`src/rtl/ysyx_22040895_div_pkg.sv`:
```
// Shared types and widths for the ysyx_22040895 iterative divider.
package ysyx_22040895_div_pkg;

  localparam int REG_BUS_W = 64;
  localparam int DIV_CNT_W = 7;

  typedef enum logic [1:0] {
    ST_IDLE = 2'd0,
    ST_CALC = 2'd1,
    ST_DONE = 2'd2
  } div_state_e;

  typedef enum logic [1:0] {
    OP_DIV  = 2'b00,
    OP_DIVU = 2'b01,
    OP_REM  = 2'b10,
    OP_REMU = 2'b11
  } divop_e;

endpackage

```
`src/rtl/ysyx_22040895_div_step.sv`:
```
// One restoring-division iteration: shift {rem, quot} left, trial-subtract, restore on borrow.
module ysyx_22040895_div_step #(
  parameter int XLEN = 64
) (
  input  logic [XLEN-1:0] rem_i,
  input  logic [XLEN-1:0] quot_i,
  input  logic [XLEN-1:0] div_i,
  output logic [XLEN-1:0] rem_o,
  output logic [XLEN-1:0] quot_o,
  output logic            q_bit_o
);

  logic [XLEN:0] shifted;
  logic [XLEN:0] trial;

  // The shifted remainder can need XLEN+1 bits, so the trial runs one bit wider.
  always_comb begin
    shifted = {rem_i, quot_i[XLEN-1]};
    trial   = shifted - {1'b0, div_i};
    q_bit_o = ~trial[XLEN];
    rem_o   = q_bit_o ? trial[XLEN-1:0] : shifted[XLEN-1:0];
    quot_o  = {quot_i[XLEN-2:0], q_bit_o};
  end

endmodule

```
`src/rtl/ysyx_22040895_div.sv`:
```
// RV64M radix-2 restoring divider (DIV/DIVU/REM/REMU and W forms), one quotient bit per cycle.
// Optional build macro YSYX_22040895_DIV_FASTPATH_EN: finish in one cycle when |divisor| > |dividend|.
module ysyx_22040895_div
  import ysyx_22040895_div_pkg::*;
#(
  parameter int XLEN  = REG_BUS_W,
  parameter int CNT_W = DIV_CNT_W
) (
  input  logic            clk,
  input  logic            rst_n,
  input  logic            valid_i_div,
  output logic            ready_o_div,
  input  logic [1:0]      divop_i_div,
  input  logic            wordop_i_div,
  input  logic [XLEN-1:0] dividend_i_div,
  input  logic [XLEN-1:0] divisor_i_div,
  input  logic            flush_i_div,
  output logic            valid_o_div,
  input  logic            ready_i_div,
  output logic [XLEN-1:0] result_o_div,
  output logic            busy_o_div
);

  function automatic logic [XLEN-1:0] pick_result(input logic [XLEN-1:0] q,
                                                  input logic [XLEN-1:0] r,
                                                  input logic            sel_rem,
                                                  input logic            word);
    logic [XLEN-1:0] v;
    v = sel_rem ? r : q;
    return word ? {{(XLEN-32){v[31]}}, v[31:0]} : v;
  endfunction

  div_state_e      state_q, state_d;
  logic [CNT_W-1:0] cnt_q, cnt_d;
  logic [XLEN-1:0] result_q, result_d;
  logic [XLEN-1:0] rem_q, rem_d;
  logic [XLEN-1:0] quot_q, quot_d;
  logic [XLEN-1:0] dsr_q, dsr_d;
  logic            q_neg_q, q_neg_d;
  logic            r_neg_q, r_neg_d;
  logic            sel_rem_q, sel_rem_d;
  logic            word_q, word_d;

  logic            is_signed;
  logic [XLEN-1:0] a_prep, b_prep, a_mag, b_mag, min_val;
  logic            a_neg, b_neg, div_zero, overflow, fast_hit;
  logic [XLEN-1:0] step_rem, step_quot;
  logic            step_bit;
  logic            unused_step_bit;

  assign unused_step_bit = step_bit;

  // Operand preparation: word truncation and extension, then magnitudes for signed ops.
  always_comb begin
    is_signed = ~divop_i_div[0];
    if (wordop_i_div) begin
      a_prep = {{(XLEN-32){is_signed & dividend_i_div[31]}}, dividend_i_div[31:0]};
      b_prep = {{(XLEN-32){is_signed & divisor_i_div[31]}}, divisor_i_div[31:0]};
      min_val = {{(XLEN-31){1'b1}}, 31'b0};
    end else begin
      a_prep = dividend_i_div;
      b_prep = divisor_i_div;
      min_val = {1'b1, {(XLEN-1){1'b0}}};
    end
    a_neg    = is_signed & a_prep[XLEN-1];
    b_neg    = is_signed & b_prep[XLEN-1];
    a_mag    = a_neg ? -a_prep : a_prep;
    b_mag    = b_neg ? -b_prep : b_prep;
    div_zero = (b_prep == '0);
    overflow = is_signed && (a_prep == min_val) && (b_prep == '1);
`ifdef YSYX_22040895_DIV_FASTPATH_EN
    fast_hit = !div_zero && (b_mag > a_mag);
`else
    fast_hit = 1'b0;
`endif
  end

  ysyx_22040895_div_step #(.XLEN(XLEN)) u_step (
    .rem_i   (rem_q),
    .quot_i  (quot_q),
    .div_i   (dsr_q),
    .rem_o   (step_rem),
    .quot_o  (step_quot),
    .q_bit_o (step_bit)
  );

  always_comb begin
    state_d   = state_q;
    cnt_d     = cnt_q;
    result_d  = result_q;
    rem_d     = rem_q;
    quot_d    = quot_q;
    dsr_d     = dsr_q;
    q_neg_d   = q_neg_q;
    r_neg_d   = r_neg_q;
    sel_rem_d = sel_rem_q;
    word_d    = word_q;
    unique case (state_q)
      ST_IDLE: begin
        if (valid_i_div && !flush_i_div) begin
          q_neg_d   = a_neg ^ b_neg;
          r_neg_d   = a_neg;
          sel_rem_d = divop_i_div[1];
          word_d    = wordop_i_div;
          if (div_zero) begin
            state_d  = ST_DONE;
            result_d = pick_result('1, a_prep, divop_i_div[1], wordop_i_div);
          end else if (overflow) begin
            state_d  = ST_DONE;
            result_d = pick_result(a_prep, '0, divop_i_div[1], wordop_i_div);
          end else if (fast_hit) begin
            state_d  = ST_DONE;
            result_d = pick_result('0, a_prep, divop_i_div[1], wordop_i_div);
          end else begin
            state_d = ST_CALC;
            cnt_d   = wordop_i_div ? CNT_W'(32) : CNT_W'(XLEN);
            rem_d   = '0;
            // Word dividends sit in the upper half so 32 shifts consume exactly them.
            quot_d  = wordop_i_div ? (a_mag << 32) : a_mag;
            dsr_d   = b_mag;
          end
        end
      end
      ST_CALC: begin
        rem_d  = step_rem;
        quot_d = step_quot;
        cnt_d  = cnt_q - CNT_W'(1);
        if (cnt_q == CNT_W'(1)) begin
          state_d  = ST_DONE;
          result_d = pick_result(q_neg_q ? -step_quot : step_quot,
                                 r_neg_q ? -step_rem : step_rem,
                                 sel_rem_q, word_q);
        end
      end
      ST_DONE: begin
        if (ready_i_div) state_d = ST_IDLE;
      end
      default: state_d = ST_IDLE;
    endcase
    if (flush_i_div) begin
      state_d = ST_IDLE;
      cnt_d   = '0;
    end
  end

  always_ff @(posedge clk or negedge rst_n) begin
    if (!rst_n) begin
      state_q  <= ST_IDLE;
      cnt_q    <= '0;
      result_q <= '0;
    end else begin
      state_q  <= state_d;
      cnt_q    <= cnt_d;
      result_q <= result_d;
    end
  end

  // Datapath registers are only meaningful once loaded by an accepted request.
  always_ff @(posedge clk) begin
    rem_q     <= rem_d;
    quot_q    <= quot_d;
    dsr_q     <= dsr_d;
    q_neg_q   <= q_neg_d;
    r_neg_q   <= r_neg_d;
    sel_rem_q <= sel_rem_d;
    word_q    <= word_d;
  end

  assign ready_o_div  = (state_q == ST_IDLE);
  assign valid_o_div  = (state_q == ST_DONE);
  assign busy_o_div   = (state_q != ST_IDLE);
  assign result_o_div = result_q;

endmodule

```
`config.mk`:
```
export PLATFORM = sky130hd
export DESIGN_NAME = ysyx_22040895_div
export DESIGN_NICKNAME = d
export VERILOG_FILES = /design/src/rtl/ysyx_22040895_div_pkg.sv /design/src/rtl/ysyx_22040895_div_step.sv /design/src/rtl/ysyx_22040895_div.sv
export SDC_FILE = /design/constraint.sdc
export NUM_CORES = 1
export LEC_CHECK = 0
export BUFFER_PORTS_ARGS = -buffer_cell sky130_fd_sc_hd__buf_2
export CELL_PAD_IN_SITES_DETAIL_PLACEMENT = 0
export CELL_PAD_IN_SITES_GLOBAL_PLACEMENT = 1
export CORE_ASPECT_RATIO = 2
export CORE_MARGIN = 2
export CORE_UTILIZATION = 41
export CTS_CLUSTER_SIZE = 25
export DETAILED_ROUTE_END_ITERATION = 12
export GPL_ROUTABILITY_DRIVEN = 1
export PLACE_DENSITY_LB_ADDON = 0.15
export SLEW_MARGIN = 25
export SYNTH_ARGS = -nofsm -noshare
export SYNTH_HDL_FRONTEND = slang
export SYNTH_SLANG_ARGS = --single-unit
```
`constraint.sdc`:
```
create_clock -name clk -period 12.5 [get_ports clk]
set_input_delay 0 -clock clk [delete_from_list [all_inputs] [get_ports clk]]
set_output_delay 0 -clock clk [all_outputs]
set_load 0.02 [all_outputs]
```
# Word level (Yosys, flattened, before mapping)
# Index checks and enable logic that the tools add are counted.
dict set report totals {
  register_bits 269
  out_inout_bits 67
  elab_cells 96
  inputBits 136
}
dict set report classes {
  muxes 41
  eq_ne 15
  n_reduce_logical 15
  n_addsub 6
  n_bitwise 9
}
# cell n
set op_table {}
lappend op_table {{$mux 64} 24}
lappend op_table {{$pmux 64 s2} 3}
lappend op_table {{$neg 64->64} 4}
lappend op_table {{$sub 65x64->65} 1}
lappend op_table {{$eq 64x64->1} 1}
lappend op_table {{$eq 64x64->1 const B} 1}
lappend op_table {{$logic_not 64->1} 1}
lappend op_table {{$mux 63} 1}
lappend op_table {{$mux 7} 5}
lappend op_table {{$reduce_and 4->1} 4}
lappend op_table {{$pmux 7 s2} 1}
lappend op_table {{$mux 2} 6}
lappend op_table {{$ne 3x3->1 const B} 3}
lappend op_table {{$eq 7x1->1 const B} 1}
lappend op_table {{$sub 7x1->7 const B} 1}
lappend op_table {{$ne 2x2->1 const B} 3}
lappend op_table {{$ne 3x1->1 const B} 2}
lappend op_table {{$pmux 2 s3} 1}
lappend op_table {{$and 1x1->1} 4}
lappend op_table {{$not 1->1} 4}
lappend op_table {{$reduce_bool 2->1} 2}
lappend op_table {{$logic_and 1x1->1} 3}
lappend op_table {{$ne 3x2->1 const B} 1}
lappend op_table {{$reduce_and 3->1} 1}
lappend op_table {{8 further kinds} 8}

# Longest topological paths before layout
# Gate-level depths: netlist of run 1.
dict set report depth {
  ltp_word 11
  mapped_depth 28
  depth_no_buf 24
}

# By module
# Synthesis of run 1 repeated with hierarchy kept, for this count alone.
dict set report unflattened {
  cells_unflattened 2882
  area_unflattened_um2 24259.5
}
# mod seq_area_each_um2 instances area_per_inst_um2 cells_each
set by_module_without_submodules {}
lappend by_module_without_submodules {ysyx_22040895_div 7712.4 1 18681.7 2091}
lappend by_module_without_submodules {ysyx_22040895_div_step 0.0 1 5577.8 791}

# Least setup slack after synthesis of run 1
# OpenSTA, ideal clock, no wires.
dict set report synth_timing {
  path_kind {register to register}
  startpoint {register rem_q[17]}
  endpoint {register result_q[54] (netlist: result_o_div[54])}
  path_buffers 6
  required_time_ps 12390
  path_stages_with_launch 26
  slack_ps 6268
  period_less_slack_ps 6232
  arrival_time_ps 6122
  setup_ps 110
  cell_sequence {edfxtp_1 ha_1 buf_2 nand4_4 or3_1 or4_4 a211oi_2 nor4_4 xnor2_4 inv_2 buf_6 buf_6 clkbuf_1 clkbuf_1 mux2i_1 ha_1 or3b_2 nor2_1 nand3_1 a221oi_4 nand3_2 buf_6 o41ai_1 xnor2_1 nor2_1 o41ai_1}
}
dict set report synth_between {
  elab_chain_len 8
  word_cells_on_any_way 11
  classes_between {add/sub: 3; mux: 7; bitwise: 1}
}
# element line_no
set synth_rtl {}
lappend synth_rtl {{start: declaration} ysyx_22040895_div.sv:36} ;# logic [XLEN-1:0] rem_q, rem_d;
lappend synth_rtl {{start signal: assignment} ysyx_22040895_div.sv:160} ;# rem_q <= rem_d;
lappend synth_rtl {{$sub 65x64->65} ysyx_22040895_div_step.sv:19} ;# trial = shifted - {1'b0, div_i};
lappend synth_rtl {{$mux 64 / $not 1->1 (equally long branches)} {ysyx_22040895_div_step.sv:21, ysyx_22040895_div_step.sv:20}}
lappend synth_rtl {{$neg 64->64 (on tied branches)} {ysyx_22040895_div.sv:131, ysyx_22040895_div.sv:130}}
lappend synth_rtl {{$mux 64 (on tied branches)} {ysyx_22040895_div.sv:131, ysyx_22040895_div.sv:130}}
lappend synth_rtl {{$mux 64 (*)} ysyx_22040895_div.sv:29} ;# v = sel_rem ? r : q;
lappend synth_rtl {{$mux 64 (*)} ysyx_22040895_div.sv:30} ;# return word ? {{(XLEN-32){v[31]}}, v[31:0]} : v;
lappend synth_rtl {{$mux 64 (*)} ysyx_22040895_div.sv:128} ;# if (cnt_q == CNT_W'(1)) begin
lappend synth_rtl {{$pmux 64 s2 (*)} ysyx_22040895_div.sv:98} ;# unique case (state_q)
lappend synth_rtl {{end signal: assignment} ysyx_22040895_div.sv:154} ;# result_q <= result_d;
lappend synth_rtl {{end: declaration} ysyx_22040895_div.sv:35} ;# logic [XLEN-1:0] result_q, result_d;
# Mark *: on every way between the ends. The rest lies on a longest branch, timed or not. The select of a mux whose other input is x is not followed.
# A chain may end at the register's enable or synchronous reset.

# Worst setup path after layout of run 1
dict set report layout_timing {
  startpoint {register rem_q[14]}
  endpoint {register result_q[62] (netlist: result_o_div[62])}
}
# Same word-level chain as after synthesis.

==> results.md, run 1 <==
- Die Span X: ~180 um
- Via count: 26460
- Post-Layout Cell Count: about 4200
- Syn-to-layout area delta: 14.8%
- Top_reg_cell synth: edfxtp_1
- Worst slew margin: between 20% and 30%
- Post-synth top area share: about a quarter
- Class of the worst hold path: primary input to flop
- First-pass DRT Iterations: 6
- GRT Resource Usage Total: 35.8%
- Area occupied by multi-input gates: around 0.016 mm^2
- Drt first-iter violations: ~2400
- Area contributors post-synth: edfxtp_1 (23%), dfrtp_1 (7.3%), nor2_1 (5.7%), o21ai_0 (5.5%), a21oi_1 (5.1%)
- CTS tree: built
- Clock root buffer: clkbuf_16
- Status: complete, no violations
- Pleak: 11.1 nW
- Power Density: ~170 mW/mm^2
- DR WL/cell: 27.5 um
- Hpwl dp: between 90000 and 100000 um
- Cts bufs inserted: 27
- Worst Skew: 0.0145 ns
- Hold Path Origin: divisor_i_div[53]
- Worst-path clk slew: roughly 0.07 ns
- CTS Hold Buffers Added: roughly 130
- Crit Path Category: flop to flop
- Htree depth: 1
- Grt total ovfl: 0
- Max Clk Rate: 142 MHz
- Worst Path Required: around 13 ns
- Post-route setup slack: 5.43 ns
- Ports: between 200 and 250
- Dpl cells: 4011
- Max Cap Viol: 0
- Seq. cell area: just under 0.008 mm^2
- DRC viols: 0
- Setup TNS: 0 ns
- Post-Synthesis Cells: between 3000 and 4000
- Share of layout cells above drive strength 1: between 10% and 20%
- Post-synthesis sequential area ratio: a little under a third
- Library cells used by synthesis: between 90 and 100
- Fin util: 47.5%
- Worst Setup Start Kind: flop
- Ys Warns: 0
- Die ar.: ~0.063 mm^2
- Final period util: between 50% and 60%
- Setup WS pre-CTS: between 5 and 6 ns
- Flops & latches, synth: 269
- Global-route wire length before repair: around 170000 um
- Total power: 4.95 mW
- Maximum VDD drop: between 0.1 and 0.15 mV
- WL final: around 120000 um
- # rows: approximately 130
- Number of fill cells: 6132
- Reg2reg start: rem_q[14]
- Pins Over Slew Limit: 0
- Setup Buffers After CTS: 0
- Initial antenna violation count: 1
- Crit. End Element: flop
- Most frequent cells in the layout: nor2_1 (381), nand2_1 (332), o21ai_0 (276)
- CTS resizes: 0
- Final worst path period need: ~7.1 ns
- Die height: roughly 350 um
- Critical path startpoint: rem_q[14]
- Post-Syn Area per Cell: approximately 7.9 um^2
- RSZ-0062 raised after global routing: no
- Setup Viol. Count Final: 0
- Nets: between 3000 and 4000
- Routability cong.: a little over 1
- Worst-Skew Late Latency: 0.58 ns
- Syn Std Cell Area: 0.0251 mm^2
- CP Max Fanout: 27
- Post-Syn Nets: 3397
- Area leader, netlist: edfxtp_1
- # port buffers: 202
- Crit path DAT: around 7.5 ns
- Via/cell ratio: approximately 6.3
- Final ANT Viol Nets: 0
- Initial Util: between 40% and 50%
- Largest net degree at the start of global routing: 78
- Max clock buf depth: 3
- Clock sinks: roughly 270
- Most common cell after layout, fill and taps aside: nor2_1
- FFs w/ async S/R, synth: 27.1%
- Hold violation count in the final report: 0
- Worst-margin pin slew: about 1.1 ns
- EDFF count, synth: 196
- Vias in the first global route: 25622
- CORE AREA: about 0.061 mm^2
==> critical path, stage by stage (launching register included) <==
cell	delay, ns
edfxtp_1	0.44
ha_1	0.46
a21oi_1	0.32
o21ai_0	0.35
a2bb2oi_1	0.71
a211oi_2	0.19
nor4_4	0.34
xnor2_4	0.18
clkinv_2	0.41
mux2i_1	0.45
ha_1	0.28
or3b_2	0.50
nor2_1	0.18
nand3_1	0.17
a221oi_4	0.41
nand3_2	0.41
nor2_1	0.56
a41o_1	0.25
xor2_1	0.16
o211ai_1	0.12
==> logic make-up after synthesis <==
logic type | share of synthesized area (%)
flip-flops | 30.7
XOR/XNOR | 9.04
buffers and inverters | 4.90
multiplexers | 2.13
AO/OA/AOI/OAI | 26.7
adder cells (fa/ha/maj) | 3.62
AND/OR/NAND/NOR | 22.9
==> path summary, 6_finish.rpt <==
| path | to | slack (ns) | cells past startpoint |
|---|---|---|---|
| hold / removal | dsr_q[53] | 0.03 | 3 |
| setup / recovery | result_o_div[62] | 5.43 | 19 |
| setup reg to reg | result_o_div[62] | 5.43 | 19 |
| min in group asynchronous | result_o_div[53] | 0.05 | 3 |
| max in group asynchronous | result_o_div[61] | 11.62 | 3 |
| hold reg to reg | result_o_div[14] | 0.48 | 2 |
==> registers in the layout (all words and copies together) (netlist names) <==
name          count
cnt_q             7
dsr_q            64
q_neg_q           1
quot_q           64
r_neg_q           1
rem_q            64
result_o_div     64
sel_rem_q         1
state_q           2
word_q            1
==> report_power, final <==
part	switching, mW	total [mW]	internal (mW)
registers	0.196	1.40	1.20
logic	1.87	2.74	0.865
clock network	0.390	0.815	0.425
==> cells in the mapped netlist, types with 12 or more instances <==
| library cell | number |
|---|---|
| or2_2 | 12 |
| a21o_1 | 53 |
| edfxtp_1 | 196 |
| buf_2 | 15 |
| a211o_1 | 12 |
| dfrtp_1 | 73 |
| nand2_1 | 333 |
| a22oi_1 | 18 |
| nor2_1 | 383 |
| nand2b_1 | 21 |
| a211oi_1 | 51 |
| nor3_1 | 97 |
| o21bai_1 | 15 |
| xor2_1 | 136 |
| a21oi_1 | 258 |
| clkbuf_1 | 161 |
| xnor2_1 | 120 |
| nand4_1 | 61 |
| or3_1 | 64 |
| o211ai_1 | 23 |
| and3_1 | 13 |
| o21ai_0 | 276 |
| or4_1 | 31 |
| nor4_1 | 48 |
| o221ai_1 | 17 |
| mux2i_1 | 49 |
| o31ai_1 | 75 |
| a31oi_1 | 30 |
| o41ai_1 | 26 |
| ha_1 | 71 |
| and2_1 | 22 |
| inv_1 | 109 |
| o21a_1 | 26 |
| nand3_1 | 44 |
| buf_1 | 15 |
==> area by class of cell <==
class,instances,area share (%)
timing repair buffer,370,9.07
tap,780,3.39
inverter,111,1.46
antenna,5,0.0434
clock inverter,19,0.456
multi-input combinational,2609,56.4
sequential,269,26.8
clock buffer,31,2.43
==> stage by stage <==
stage               hold slack (ns)  area [um^2]
global placement             -0.134        26600
CTS                        0.000372        28800
floorplan                    -0.296        25100
global route                 0.0367        28800
detailed placement           -0.133        26700
finish                       0.0277        28800
==> per-layer routing <==
| layer | wire length, um | global-route usage (%) | vias up |
|---|---|---|---|
| met5 | 0 | 0 | - |
| met4 | 10100 | 26.7 | 0 |
| met3 | 6310 | 3.70 | 289 |
| met2 | 56500 | 61.0 | 1253 |
| met1 | 42500 | 40.8 | 12677 |
| li1 | - | - | 12241 |
Power figures use the tool's default switching activity.
==> inputs of run 2 (changes only) <==
==> constraint.sdc (replaced) <==
create_clock -name clk -period 6.6 [get_ports clk]
set_input_delay 0 -clock clk [delete_from_list [all_inputs] [get_ports clk]]
set_output_delay 0 -clock clk [all_outputs]
set_load 0.02 [all_outputs]
==> results.md, run 2 (same netlist as run 1, synthesis figures left out) <==
- Syn-to-layout area delta: 16.7%
- # rows: 128
- Reg2reg start: rem_q[22]
- Largest net degree at the start of global routing: roughly 130
- Final ANT Viol Nets: 0
- Setup Buffers After CTS: 0
- Worst-margin pin slew: 1.11 ns
- R2R cell count: 20
- Hold Path Origin: divisor_i_div[58]
- Cts bufs inserted: 26
- Clock root buffer: clkbuf_16
- Largest delay share family, worst path: simple AND/OR/NAND/NOR gates
- Final worst path period need: roughly 6.3 ns
- Die ar.: 0.0634 mm^2
- Crit path DAT: 6.80 ns
- Hpwl dp: 91200 um
- Worst Skew: about 0.017 ns
- Setup Viol. Count Final: 0
- Hold Slack: between 0.01 and 0.015 ns
- Most common cell after layout, fill and taps aside: nor2_1
- Reg2reg end: result_o_div[56]
- Max clock buf depth: 3
- Ports: around 200
- Htree depth: 1
- CORE AREA: around 0.061 mm^2
- Max Clk Rate: about 160 MHz
- First-pass DRT Iterations: 6
- Worst Path Required: between 7 and 8 ns
- Nets: between 3000 and 4000
- Via/cell ratio: around 6.3
- Power Density: between 300 and 400 mW/mm^2
- Setup TNS: 0 ns
- Hold depth: 4
- RSZ-0062 raised after global routing: no
- Initial Util: between 40% and 50%
- Max Cap Viol: 0
- Most frequent cells in the layout: nor2_1 (380), nand2_1 (333), o21ai_0 (276)
- Hold path endpoint: dsr_q[58]
- Hold violation count in the final report: 0
- Die Span X: about 180 um
- DRC viols: 0
- Drt first-iter violations: 2804
- Pleak: 11.4 nW
- Total power: approximately 9.5 mW
- Via count: 26712
- DR WL/cell: ~27 um
- Worst-Skew Late Latency: about 0.59 ns
- # port buffers: slightly above 200
- Pins Over Slew Limit: 0
- Routability cong.: around 1.1
- CP max-delay cell: or4_4
- Crit Path Category: flop to flop
- GRT Resource Usage Total: between 30% and 40%
- Vias in the first global route: ~26000
- Grt total ovfl: 0
- Share of layout cells above drive strength 1: around 12%
- Crit. End Element: flop
- Final period util: between 90% and 100%
- Worst reg2reg setup slack: between 0.3 and 0.4 ns
- Status: complete, no violations
- CP Max Fanout: 8
- Class of the worst hold path: primary input to flop
- Slowest cell delay on critical path: a little over 0.6 ns
- Global-route wire length before repair: 170000 um
- Clock sinks: between 200 and 300
- CP Buf/Inv Count: 2
- Worst path cell trace: ha_2 -> nand4_2 -> or3_1 -> or4_4 -> a211oi_2 -> nor4_4 -> xnor2_4 -> clkinv_2 -> mux2i_1 -> ha_1 -> or3b_2 -> nor2_1 -> nand3_1 -> a221oi_4 -> nand3_4 -> buf_4 -> o41ai_1 -> xor2_1 -> a21oi_1 -> o21ai_1
- CTS tree: built
- Worst-path clk slew: 0.07 ns
- Initial antenna violation count: 2
- Worst slew margin: between 20% and 30%
- Maximum VDD drop: between 0.2 and 0.25 mV
- Number of fill cells: roughly 6100
- WL final: between 100000 and 150000 um
- Die height: 354 um
- Worst Setup Start Kind: flop
-- run 2: worst reg2reg max path, stage by stage (launching register included) --
cell and delay [ns]:
edfxtp_1 0.47, ha_2 0.47, nand4_2 0.16, or3_1 0.42, or4_4 0.62, a211oi_2 0.35
nor4_4 0.09, xnor2_4 0.25, clkinv_2 0.19, mux2i_1 0.24, ha_1 0.25, or3b_2 0.50
nor2_1 0.20, nand3_1 0.17, a221oi_4 0.44, nand3_4 0.26, buf_4 0.24, o41ai_1 0.43
xor2_1 0.22, a21oi_1 0.09, o21ai_1 0.15
-- run 2: layout make-up --
| type | instances | area, um^2 | share of cell area (%) |
|---|---|---|---|
| diodes | 3 | 7.51 | 0.0256 |
| well taps | 780 | 976 | 3.33 |
| inverters | 111 | 420 | 1.43 |
| clock buffers | 33 | 698 | 2.38 |
| clock inverters | 15 | 138 | 0.470 |
| multi-input cells | 2609 | 16300 | 55.5 |
| repair buffers | 428 | 3090 | 10.5 |
| flip-flops and latches | 269 | 7710 | 26.3 |
-- run 2: timing repair --
action / CTS / global route
hold buffers: 132 / 0
endpoints found under the setup margin: 0 / 10
resized for setup: 0 / 6
endpoints found under the hold margin: 224 / 0
-- run 2: worst max-delay path by stage --
| stage | startpoint | end | depth (start not counted) |
|---|---|---|---|
| after global routing | rem_q[20] | result_o_div[50] | 20 |
| after floorplan | rem_q[17] | result_o_div[54] | 25 |
| after CTS | rem_q[22] | result_o_div[62] | 20 |
| after detailed placement | rem_q[22] | result_o_div[62] | 20 |
| final | rem_q[22] | result_o_div[56] | 20 |
| after global placement | rem_q[22] | result_o_div[62] | 20 |
-- run 2: metrics by stage --
step	cells	instance area [um^2]	setup WS [ns]	util, %
after floorplan	3189	25100	0.368	-
after global placement	4065	27100	0.331	44.6
after detailed placement	4065	27100	0.158	44.7
after CTS	4245	29300	0.105	48.2
after global routing	4246	29300	0.0357	48.3
final	4248	29300	0.307	48.3
-- run 2: report_power, final --
| group | switching, mW | internal (mW) | leakage, nW |
|---|---|---|---|
| Sequential | 0.374 | 2.28 | 2.87 |
| Clock | 0.735 | 0.832 | 0.395 |
| Combinational | 3.57 | 1.75 | 8.08 |
| Total | 4.68 | 4.86 | 11.4 |
-- run 2: per-layer routing --
layer / up-vias / track usage, % / share of wire [%]
li1: 12377 / - / -
met4: 0 / 22.9 / 7.5
met1: 12848 / 41.1 / 37
met5: - / 0 / 0
met3: 286 / 3.65 / 5.5
met2: 1201 / 63.7 / 50
